File: config.mk
export PLATFORM = sky130hd
export DESIGN_NAME = iob_regfile_nw_wr
export DESIGN_NICKNAME = d
export VERILOG_FILES = /design/src/rtl/iob_regfile_nw_wr.sv
export SDC_FILE = /design/constraint.sdc
export NUM_CORES = 1
export LEC_CHECK = 0
export BUFFER_PORTS_ARGS = -buffer_cell sky130_fd_sc_hd__buf_2
export CORE_MARGIN = 2
export CORE_UTILIZATION = 55
export DETAILED_ROUTE_END_ITERATION = 7
export HOLD_SLACK_MARGIN = 0.03
export MAX_ROUTING_LAYER = met4
export PLACE_DENSITY_LB_ADDON = 0.1
export SKIP_CTS_REPAIR_TIMING = 1
export SYNTH_ARGS = -nofsm -noshare
export SYNTH_HDL_FRONTEND = slang
export SYNTH_SLANG_ARGS = --single-unit
File: constraint.sdc
create_clock -name clk_i -period 5.1 [get_ports clk_i]
set_clock_uncertainty 0.1 [all_clocks]
set_input_delay 0.51 -clock clk_i [delete_from_list [all_inputs] [get_ports clk_i]]
set_output_delay 0.51 -clock clk_i [all_outputs]
set_load 0.005 [all_outputs]
File: src/rtl/iob_regfile_nw_wr.sv
// iob_regfile_nw_wr: narrow-write/wide-read register file with per-slice valid flags and full-word count.
module iob_regfile_nw_wr #(
  parameter int WDATA_W = 8,
  parameter int RDATA_W = 32,
  parameter int RADDR_W = 2,
  parameter int RCLR = 1,
  localparam int R = RDATA_W / WDATA_W,
  localparam int WADDR_W = RADDR_W + $clog2(R)
) (
  input  logic               clk_i,
  input  logic               arst_i,
  input  logic               cke_i,
  input  logic               rst_i,
  input  logic               we_i,
  input  logic [WADDR_W-1:0] waddr_i,
  input  logic [WDATA_W-1:0] wdata_i,
  input  logic               rreq_i,
  input  logic [RADDR_W-1:0] raddr_i,
  output logic [RDATA_W-1:0] rdata_o,
  output logic               rvalid_o,
  output logic               rfull_o,
  output logic [RADDR_W:0]   nfull_o
);
  localparam int DEPTH = 2 ** RADDR_W;
  localparam int SW = (R > 1) ? $clog2(R) : 1;
  logic [RDATA_W-1:0] mem [DEPTH];
  logic [R-1:0] vld [DEPTH];
  logic [R-1:0] vld_n [DEPTH];
  logic [RADDR_W-1:0] wword;
  logic [SW-1:0] wsl;
  logic [RADDR_W:0] cnt;
  assign wword = waddr_i[WADDR_W-1 -: RADDR_W];
  assign wsl = SW'(waddr_i % WADDR_W'(R));
  // clear is applied before the write so a same-word write keeps its own flag
  always_comb begin
    vld_n = vld;
    if (rreq_i && RCLR != 0) vld_n[raddr_i] = '0;
    if (we_i) vld_n[wword][wsl] = 1'b1;
    cnt = '0;
    for (int k = 0; k < DEPTH; k++) cnt = cnt + (RADDR_W+1)'(&vld_n[k]);
  end
  always_ff @(posedge clk_i or posedge arst_i) begin
    if (arst_i) begin
      for (int k = 0; k < DEPTH; k++) begin
        mem[k] <= '0;
        vld[k] <= '0;
      end
      rdata_o <= '0;
      rvalid_o <= 1'b0;
      rfull_o <= 1'b0;
      nfull_o <= '0;
    end else if (cke_i) begin
      if (rst_i) begin
        for (int k = 0; k < DEPTH; k++) begin
          mem[k] <= '0;
          vld[k] <= '0;
        end
        rdata_o <= '0;
        rvalid_o <= 1'b0;
        rfull_o <= 1'b0;
        nfull_o <= '0;
      end else begin
        if (we_i) mem[wword][wsl*WDATA_W +: WDATA_W] <= wdata_i;
        vld <= vld_n;
        nfull_o <= cnt;
        rvalid_o <= rreq_i;
        if (rreq_i) begin
          rdata_o <= mem[raddr_i];
          rfull_o <= &vld[raddr_i];
        end
      end
    end
  end
endmodule

**After elaboration in Yosys (flattened, before gate mapping)**

Cells that the tools add are included.

- Logic and storage cells: 67
- Bits in latches: 0
- Bits in read-only memories: 0
- Register bits after elaboration: 181
- Bits of input ports: 20
- Memories kept: 0
- Output and inout bits: 37
- Memory bits (writable): 0

- Shifts and indexed selects: 2
- Multiply operators: 0
- Add/subtract/negate cells: 4
- Divide/modulo/power cells: 0
- Equality and inequality tests: 0
- Bitwise logic cells: 5
- Reductions and logical operators: 12
- Mux-type cells: 26
- $lt $le $gt $ge: 6

Operators by type and width:

| operator | number |
|---|---|
| two-way mux 128 bit | 2 |
| two-way mux 32 bit | 5 |
| bitwise mux 128 bit | 1 |
| binary-select mux 32 bit (select 2 bit) | 1 |
| demux 32 bit (select 2 bit) | 1 |
| two-way mux 16 bit | 3 |
| negation 5 -> 34 bit | 1 |
| variable shift 8 x 34 -> 32 bit (first input constant) | 1 |
| variable part select 8 x 34 -> 32 bit | 1 |
| AND reduction 4 bit | 5 |
| AND 16 bit | 1 |
| demux 4 bit (select 2 bit) | 2 |
| two-way mux 4 bit | 4 |
| NOT 16 bit | 1 |
| OR 16 bit | 1 |
| binary-select mux 4 bit (select 2 bit) | 1 |
| >= comparator 3 bit (second input constant) | 2 |
| less-than comparator 3 x 1 -> 1 bit (second input constant) | 2 |
| NOT 2 -> 3 bit | 2 |
| two-way mux 1 bit | 4 |
| AND reduction 2 bit | 2 |
| nonzero test 2 bit | 2 |
| adder 2 x 1 -> 3 bit | 1 |
| adder 3 x 1 -> 3 bit | 1 |
| other kinds (6) | 8 |

**Depth between registers and ports, before layout**

Gate-level depths: netlist (run 1).

- Word-level depth: 15
- Depth in mapped cells: 12
- Depth with buffers taken out: 12

**Least setup slack after synthesis (run 1)**

Ideal clock, no wire load.

- Kind: input-to-reg
- From: in waddr_i[0]
- To: reg nfull_o[1]
- Stages on the path: 12
- Required time: 4.864 ns
- Slack: 2.060 ns
- Arrival time: 2.804 ns
- Library setup time: 0.136 ns
- Path buffers: 1
- Cells stage by stage: inv_1 > ha_1 > buf_2 > and4bb_2 > a21oi_1 > a311o_1 > fa_1 > inv_1 > ha_1 > ha_1 > nand3b_1 > o21ai_0

- Word-level cells in the longest chain between the ends: 13
- Elaborated cells between the ends (all ways): 17
- Those cells by class: add/sub: 3; order compare: 2; mux: 6; bitwise: 1; reduce/logical: 5

RTL lines:

| what | line | text |
|---|---|---|
| start: declaration | 15 | `input logic [WADDR_W-1:0] waddr_i,` |
| less-than comparator 2 x 3 -> 1 bit (not written as such) / >= comparator 2 x 1 -> 1 bit (equally long branches) | 38 | `if (we_i) vld_n[wword][wsl] = 1'b1;` |
| logical AND 1 bit (not written as such) | 38 |  |
| two-way mux 1 bit (not written as such) | 38 |  |
| demux 1 bit (select 2 bit) * | 38 |  |
| two-way mux 4 bit (not written as such) * | 38 |  |
| demux 4 bit (select 2 bit) * | 38 |  |
| OR 16 bit (no source line) * | - |  |
| two-way mux 16 bit * | 38 |  |
| AND reduction 4 bit | 40 | `for (int k = 0; k < DEPTH; k++) cnt = cnt + (RADDR_W+1)'(&vld_n[k]);` |
| adder 1 x 1 -> 2 bit | 40 |  |
| adder 2 x 1 -> 3 bit | 40 |  |
| adder 3 x 1 -> 3 bit * | 40 |  |
| two-way mux 3 bit * | 53 | `if (rst_i) begin` |
| end signal: assignment | 65 | `nfull_o <= cnt;` |
| end: declaration | 22 | `output logic [RADDR_W:0] nfull_o` |

Every way passes the cells marked *; elsewhere a longest branch is shown, timed or not.
A chain may end at the register's enable or synchronous reset.

**Final worst setup path (run 1)**

Ends and elaborated chain as after synthesis.

==> out/metrics.csv, run 1 <==
metric,value,unit
dpl_cell_area,8720,sq um
pwr-share-seq,48.4,%
slew_violations,0,
synth_top_cell_by_area,dfrtp_1,
tightest_slew,1.25,ns
worst-path-max-fanout,12,
fin_setup_tns,0,ns
hpwl,13200,microns
ys_ff_latch,181,
p_leak,4.09,nW
yosys-top-cells-count,"181 x dfrtp_1, 120 x nand2_1, 54 x o21ai_0, 44 x nand3_1, 40 x o31ai_1",
gp_congestion,0.880,
grt_max_degree,182,
switching_share,24.9,%
maxSlewHeadroom,16.0,%
ant_nets,0,
synth_edf_count,0,
yosysSeqAreaShare,53.6,%
synth_warnings,0,
status,"finished, final reports clean",
num_io_pins,57,
reg2reg_to,nfull_o[1],
cts_buffers,17,
timing.fmax,323,MHz
nFillCells,1235,
crit_arrival,3.28,ns
drc,0,
clk_pin_slew,0.07,ns
async_flop_share,100,%
setup_viol_count_final,0,
clock_latency,0.43,ns
grt_usage,27.9,%
avgSynthCellArea,11.6,sq um
clock_sinks,181,
wire_per_inst,22.0,microns
drt_iter0_markers,658,
die_y,128,microns
antenna_found_initial,0,
clockBufferDepth,2,
finalInstanceArea,9320,sq um
drt-pass1-iter-count,5,
p_clk_share,44.4,%
p_switching,0.000756,W
worstRegToRegCells,8,
synth_cell_type_count,48,
synthFlopType,dfrtp_1,
grt_pass1_wl,34000,microns
areaGrowthSynthToFinish,10.4,%
p_per_area,326,nW/um^2
start_kind,input port,
drt-total-wl,20900,microns
netlist_instances,727,
cts_tree,built,
via_per_inst,6.56,
yosysTopAreaCellShare,53.6,%
post-route-period-util,60.7,%
maxCapViolCount,0,
hold_class,input port to async pin,
grt_overflow,0,
hold_viol,0,
die_area,16400,sq um
first_global_vias,6252,
die_x,128,microns
diodes,0,
core,15100,sq um
ir_worst_vdd,0.272,mV
synth_area_leaders,"dfrtp_1 54%, mux4_2 8.5%, nand2_1 5.3%",
combPwrFrac,7.2,%
cts_root_buffer,clkbuf_16,
synth.most_common_cell,dfrtp_1,
rsz0062_at_grt,no,
start_util,56.0,%
drive_above_1_share,18.2,%
p_int,0.00229,W
path_class,input port to register,
port_buffers,56,
num_rows,45,
htree_num_levels,4,
r2r_start,vld[15],
endpoint_kind,register,
period_needed,3.09,ns
nNetsFinal,778,
synth_area,8440,sq um
r2r_slack,2.77,ns
vias,6229,
crit_required,5.29,ns
syn_nets,756,
-- cell type report --
cell class	instances	area (sq um)	share of cell area, %
Timing Repair Buffer	62	338	3.62
Clock inverter	15	179	1.92
Inverter	9	37.5	0.403
Clock buffer	17	425	4.56
Multi-Input combinational cell	478	3580	38.4
Sequential cell	181	4530	48.6
Tap cell	188	235	2.52
-- per-layer routing --
layer / routed length (microns) / global-route usage (%) / up-vias
li1: - / - / 2812
met1: 8950 / 37.4 / 3162
met2: 10300 / 43.3 / 222
met3: 1170 / 5.01 / 33
met4: 448 / 10.3 / 0
met5: 0 / - / -
-- cell usage in the layout, fill, tap and decap left out, types with 3 or more instances in the layout --
cell        netlist  layout
o31ai_1          40      40
nor2b_1           3       3
o21ai_2           2       3
o2bb2ai_1        15      15
a22o_1           33      33
bufinv_16         0       3
a21o_1            5       5
a32oi_1           5       5
dfrtp_1         181     181
clkinvlp_4        0       4
o21ai_1          12      11
inv_1             8       7
and3_1            3       3
and4b_1           5       5
o21ai_0          54      54
nand4_1           6       6
mux4_2           32      32
a21oi_1           4       4
a22oi_1          11      11
buf_4             4       5
nand3_1          44      44
o211ai_1          4       4
nand2b_1          4       4
buf_2            23      56
clkbuf_16         0      17
ha_1              8       8
nand3b_1          5       5
clkinv_2          0       4
nor2_1            8       7
nand2_1         120     120
a32o_1           32      32
-- flip-flops by register name, summed over array words and instances (netlist names) --
register  count
rdata_o      32
rvalid_o      1
mem         128
nfull_o       3
rfull_o       1
vld          16
-- worst max-delay path by stage --
| stage | cells past startpoint | end | from | slack, ns |
|---|---|---|---|---|
| 3_3_place_gp | 12 | nfull_o[1] | waddr_i[0] | 1.63 |
| 4_1_cts | 12 | nfull_o[1] | waddr_i[0] | 2.01 |
| 5_1_grt | 12 | nfull_o[1] | waddr_i[0] | 1.83 |
| 3_5_place_dp | 12 | nfull_o[1] | waddr_i[0] | 1.57 |
| 2_1_floorplan | 12 | nfull_o[1] | waddr_i[0] | 2.06 |
| 6_report | 12 | nfull_o[1] | waddr_i[0] | 2.01 |
-- power by group through the flow --
stage / combinational [W] / sequential (W) / clock, W
after floorplan: 0.000162 / 0.00149 / 0
after global placement: 0.000216 / 0.00150 / 0
after detailed placement: 0.000221 / 0.00150 / 0
after CTS: 0.000222 / 0.00147 / 0.00137
after global routing: 0.000242 / 0.00147 / 0.00142
final: 0.000220 / 0.00147 / 0.00135
-- critical path: stages --
cell	delay, ns
buf_2	0.17
inv_1	0.12
ha_1	0.51
and4bb_2	0.37
a21oi_1	0.05
a311o_1	0.34
fa_1	0.56
inv_1	0.05
ha_1	0.19
ha_1	0.26
nand3b_1	0.07
o21ai_0	0.08
-- metrics by stage --
| stage | hold WS (ns) | util, % | setup WS, ns | std cells | power (W) |
|---|---|---|---|---|---|
| 5_1_grt | 0.346 | 61.8 | 1.83 | 950 | 0.00314 |
| 3_3_place_gp | 0.354 | 57.8 | 1.63 | 918 | 0.00171 |
| 2_1_floorplan | 0.343 | - | 2.06 | 727 | 0.00166 |
| 3_5_place_dp | 0.362 | 57.8 | 1.57 | 918 | 0.00172 |
| 6_report | 0.226 | 61.8 | 2.01 | 950 | 0.00304 |
| 4_1_cts | 0.327 | 61.8 | 2.01 | 950 | 0.00306 |
-- kinds of logic (layout without fill, tap and decap cells) --
| family | count (synthesis) | count (layout) | share of synthesized area (%) |
|---|---|---|---|
| AND/OR/NAND/NOR | 210 | 210 | 12.2 |
| AO/OA/AOI/OAI | 224 | 224 | 19.7 |
| multiplexers | 35 | 35 | 8.91 |
| buffers and inverters | 68 | 103 | 4.08 |
| flip-flops | 181 | 181 | 53.6 |
| adder cells (fa/ha/maj) | 9 | 9 | 1.42 |
(Power assumes the default switching activity.)
==> run 2: changes to the inputs <==
==> constraint.sdc (replaced) <==
create_clock -name clk_i -period 2.6 [get_ports clk_i]
set_clock_uncertainty 0.1 [all_clocks]
set_input_delay 0.26 -clock clk_i [delete_from_list [all_inputs] [get_ports clk_i]]
set_output_delay 0.26 -clock clk_i [all_outputs]
set_load 0.005 [all_outputs]
==> out/metrics.csv, run 2 (same netlist as run 1, synthesis figures left out) <==
metric,value,unit
status,"finished, final reports clean",
grt_usage,29.0,%
ant_nets,0,
gp_congestion,0.879,
largest_reg_flops,128,
cts_root_buffer,clkbuf_16,
path_class,input port to register,
cts_tree,built,
wire_per_inst,21.2,microns
core,15100,sq um
min_path_cells,3,
first_global_vias,6383,
nFillCells,1210,
place_worst_setup_slack,-0.252,ns
grt_max_degree,69,
areaGrowthSynthToFinish,16.5,%
fin_ws,0.200,ns
period_needed,2.40,ns
crit_required,2.81,ns
finalInstanceArea,9830,sq um
clock_latency,0.43,ns
crit_arrival,2.61,ns
worstHoldStart,wdata_i[0],
cts_buffers,17,
use_met1,40.8,%
drc,0,
grt_util_met2,43.7,%
clk_pin_slew,0.07,ns
setup_viol_count_final,0,
regMostFlops,mem,
hold_ws,0.0982,ns
grt_overflow,0,
grt_busiest_layer,met2,
dpl_cell_area,9250,sq um
worstRegToRegCells,8,
diodes,0,
hold_viol,0,
timing.fmax,417,MHz
vias,6490,
reg_top3,"mem: 128 flops, rdata_o: 32 flops, vld: 16 flops",
start_util,56.0,%
start_kind,input port,
final_cell_mix,"181 x dfrtp_1, 120 x nand2_1, 68 x buf_4",
num_rows,45,
final_common_cell,dfrtp_1,
grt_pass1_wl,35200,microns
post-route-period-util,92.3,%
die_area,16400,sq um
clock_sinks,181,
via_per_inst,6.39,
tightest_slew,0.746,ns
r2r_start,vld[11],
drive_above_1_share,24.9,%
antenna_found_initial,0,
htree_num_levels,4,
die_y,128,microns
hold_class,input port to register,
hpwl,14300,microns
regArea,4530,sq um
worst-path-max-fanout,7,
p_leak,4.41,nW
die_x,128,microns
rsz0062_at_grt,no,
endpoint_kind,register,
multiInputGateArea,3600,sq um
drt_iter0_markers,447,
drt-pass1-iter-count,5,
nNetsFinal,844,
drt-total-wl,21600,microns
crit_start,waddr_i[1],
clockBufferDepth,2,
port_buffers,56,
maxSlewHeadroom,50.2,%
fin_setup_tns,0,ns
p_per_area,600,nW/um^2
maxCapViolCount,0,
use_met3,4.38,%
fin_total_pwr,0.00590,W
num_io_pins,57,
slew_violations,0,
ir_worst_vdd,0.513,mV
## run 2: cell count changes in the layout (fill, tap and decap cells not counted), sizes merged
cell	previous run	this run
inv	10	9
clkbuf	17	22
clkinv	7	5
dlygate4sd3	0	1
bufinv	3	1
buf	62	127
## run 2: worst max-delay path, cell delays in order
cell	delay (ns)
buf_2	0.13
ha_1	0.33
and4b_1	0.27
o211ai_1	0.09
a311o_1	0.37
fa_1	0.52
inv_1	0.04
ha_1	0.19
ha_1	0.27
nand3b_1	0.07
o21ai_0	0.07
## run 2: per-layer routing
| metal | vias up | wire length, microns |
|---|---|---|
| met5 | - | 0 |
| li1 | 2934 | - |
| met2 | 221 | 10300 |
| met1 | 3296 | 9660 |
| met4 | 0 | 493 |
| met3 | 39 | 1120 |
## run 2: worst paths after layout
check                         endpoint  slack, ns
max                         nfull_o[1]       0.20
min                            mem[24]        0.1
max reg2reg                 nfull_o[1]       0.28
min reg2reg                    mem[99]       0.38
max in group asynchronous  rdata_o[20]       1.22
min in group asynchronous       mem[1]       0.34
## run 2: power breakdown
part / switching (W) / internal (W) / total (W)
clock network: 0.00109 / 0.00140 / 0.00250
logic: 0.000338 / 0.000172 / 0.000511
registers: 0.0000369 / 0.00285 / 0.00289
## run 2: layout make-up
type,count,share of cell area [%]
Sequential cell,181,46.1
Multi-Input combinational cell,478,36.6
Timing Repair Buffer,128,8.75
Clock buffer,22,4.82
Tap cell,188,2.39
Clock inverter,10,0.980
Inverter,9,0.382
## run 2: through the flow
step / cells / utilization (%)
after CTS: 1015 / 65.1
after detailed placement: 983 / 61.3
after floorplan: 727 / -
after global placement: 983 / 61.3
final: 1016 / 65.2
after global routing: 1016 / 65.2
==> run 3: changes to the inputs <==
--- a/config.mk
+++ b/config.mk
@@ -8,10 +8,12 @@
 export BUFFER_PORTS_ARGS = -buffer_cell sky130_fd_sc_hd__buf_2
 export CORE_MARGIN = 2
 export CORE_UTILIZATION = 55
+export CTS_CLUSTER_SIZE = 28
 export DETAILED_ROUTE_END_ITERATION = 7
 export HOLD_SLACK_MARGIN = 0.03
 export MAX_ROUTING_LAYER = met4
 export PLACE_DENSITY_LB_ADDON = 0.1
+export SETUP_SLACK_MARGIN = 0.3
 export SKIP_CTS_REPAIR_TIMING = 1
 export SYNTH_ARGS = -nofsm -noshare
 export SYNTH_HDL_FRONTEND = slang
==> out/metrics.csv, run 3 (same netlist as run 1, synthesis figures left out) <==
metric,value,unit
ant_nets,0,
maxSlewHeadroom,19.3,%
hold_viol,0,
diodes,0,
hpwl,14400,microns
post-route-period-util,86.0,%
cts_buffers,17,
combPwrFrac,8.9,%
p_switching,0.00147,W
place_inst,973,
status,"finished, final reports clean",
r2r_slack,0.37,ns
crit_required,2.86,ns
min_path_cells,3,
die_x,128,microns
path_class,input port to register,
clock_sinks,181,
nNetsFinal,837,
tightest_slew,1.20,ns
p_clk_share,41.8,%
crit_arrival,2.49,ns
reg_top3,"mem: 128 flops, rdata_o: 32 flops, vld: 16 flops",
setup_viol_count_final,0,
start_kind,input port,
worst-path-max-fanout,5,
r2r_start,vld[3],
final_common_cell,dfrtp_1,
fin_ws,0.364,ns
clockBufferDepth,2,
die_area,16400,sq um
hold_end,mem[26],
hold_class,input port to register,
drc,0,
num_rows,45,
nFillCells,1160,
grt_max_degree,63,
gp_congestion,0.950,
largest_reg_flops,128,
slew_violations,0,
wire_per_inst,21.7,microns
p_int,0.00440,W
num_io_pins,57,
crit_start,waddr_i[0],
areaGrowthSynthToFinish,17.0,%
antenna_found_initial,0,
p_leak,4.38,nW
stdcell_count,1007,
endpoint_kind,register,
start_util,56.0,%
port_buffers,56,
clock_latency,0.43,ns
drt_iter0_markers,526,
drive_above_1_share,25.3,%
regMostFlops,mem,
grt_overflow,0,
pwr-share-seq,49.3,%
final_cell_mix,"181 x dfrtp_1, 119 x nand2_1, 61 x buf_4",
place_worst_setup_slack,-0.158,ns
die_y,128,microns
rsz0062_at_grt,yes,
grt_usage,29.3,%
via_per_inst,6.53,
reg2reg_to,nfull_o[1],
first_global_vias,6541,
ir_worst_vdd,0.488,mV
timing.fmax,447,MHz
core,15100,sq um
p_per_area,594,nW/um^2
drt-pass1-iter-count,6,
vias,6577,
clk_pin_slew,0.07,ns
worstRegToRegCells,8,
grt_pass1_wl,35500,microns
maxCapViolCount,0,
htree_num_levels,4,
cts_tree,built,
cts_root_buffer,clkbuf_16,
drt-total-wl,21900,microns
worstHoldStart,wdata_i[2],
period_needed,2.24,ns
switching_share,25.1,%
run 3: worst max path at each step:
stage / endpoint / slack (ns) / depth (start not counted)
floorplan: mem[0] / -0.08 / 1
global placement: nfull_o[1] / -0.12 / 12
detailed placement: nfull_o[1] / -0.16 / 13
CTS: nfull_o[1] / 0.28 / 13
global route: nfull_o[1] / 0.28 / 8
finish: nfull_o[1] / 0.36 / 13
run 3: through the flow:
stage / power [W] / utilization, % / area, sq um / TNS, ns / hold WS (ns)
final: 0.00587 / 65.5 / 9880 / 0 / 0.111
after global routing: 0.00606 / 65.5 / 9880 / 0 / 0.106
after CTS: 0.00590 / 64.8 / 9780 / 0 / -0.195
after detailed placement: 0.00345 / 61.1 / 9220 / -0.212 / 0.260
after global placement: 0.00344 / 61.1 / 9220 / -0.127 / 0.250
after floorplan: 0.00327 / - / 8560 / -14.95 / 0.343
run 3: layout make-up:
cell class | count | area, sq um | share of cell area (%)
repair buffers | 121 | 832 | 8.42
well taps | 188 | 235 | 2.38
flip-flops and latches | 181 | 4530 | 45.9
clock buffers | 20 | 457 | 4.62
inverters | 9 | 42.5 | 0.431
clock inverters | 10 | 100 | 1.01
multi-input cells | 478 | 3680 | 37.3
run 3: critical path: stages:
cell and delay [ns]:
buf_6 0.11, inv_4 0.06, ha_4 0.15, nand2_8 0.07, nor3_4 0.22, nand3_1 0.09
a311o_1 0.37, fa_1 0.52, inv_1 0.05, ha_2 0.19, ha_4 0.25, nand3b_1 0.06
o21ai_1 0.08
run 3: power by group through the flow:
stage	clock [W]	combinational [W]	sequential, W
floorplan	0	0.000335	0.00293
global placement	0	0.000496	0.00294
detailed placement	0	0.000508	0.00294
CTS	0.00250	0.000509	0.00289
global route	0.00260	0.000573	0.00289
finish	0.00245	0.000525	0.00289
run 3: per-layer routing:
layer	track usage [%]	routed length (microns)	up-vias
met5	-	0	-
met4	9.76	494	0
met3	5.97	1290	46
met2	45.0	10800	249
met1	39.6	9330	3348
li1	-	-	2934
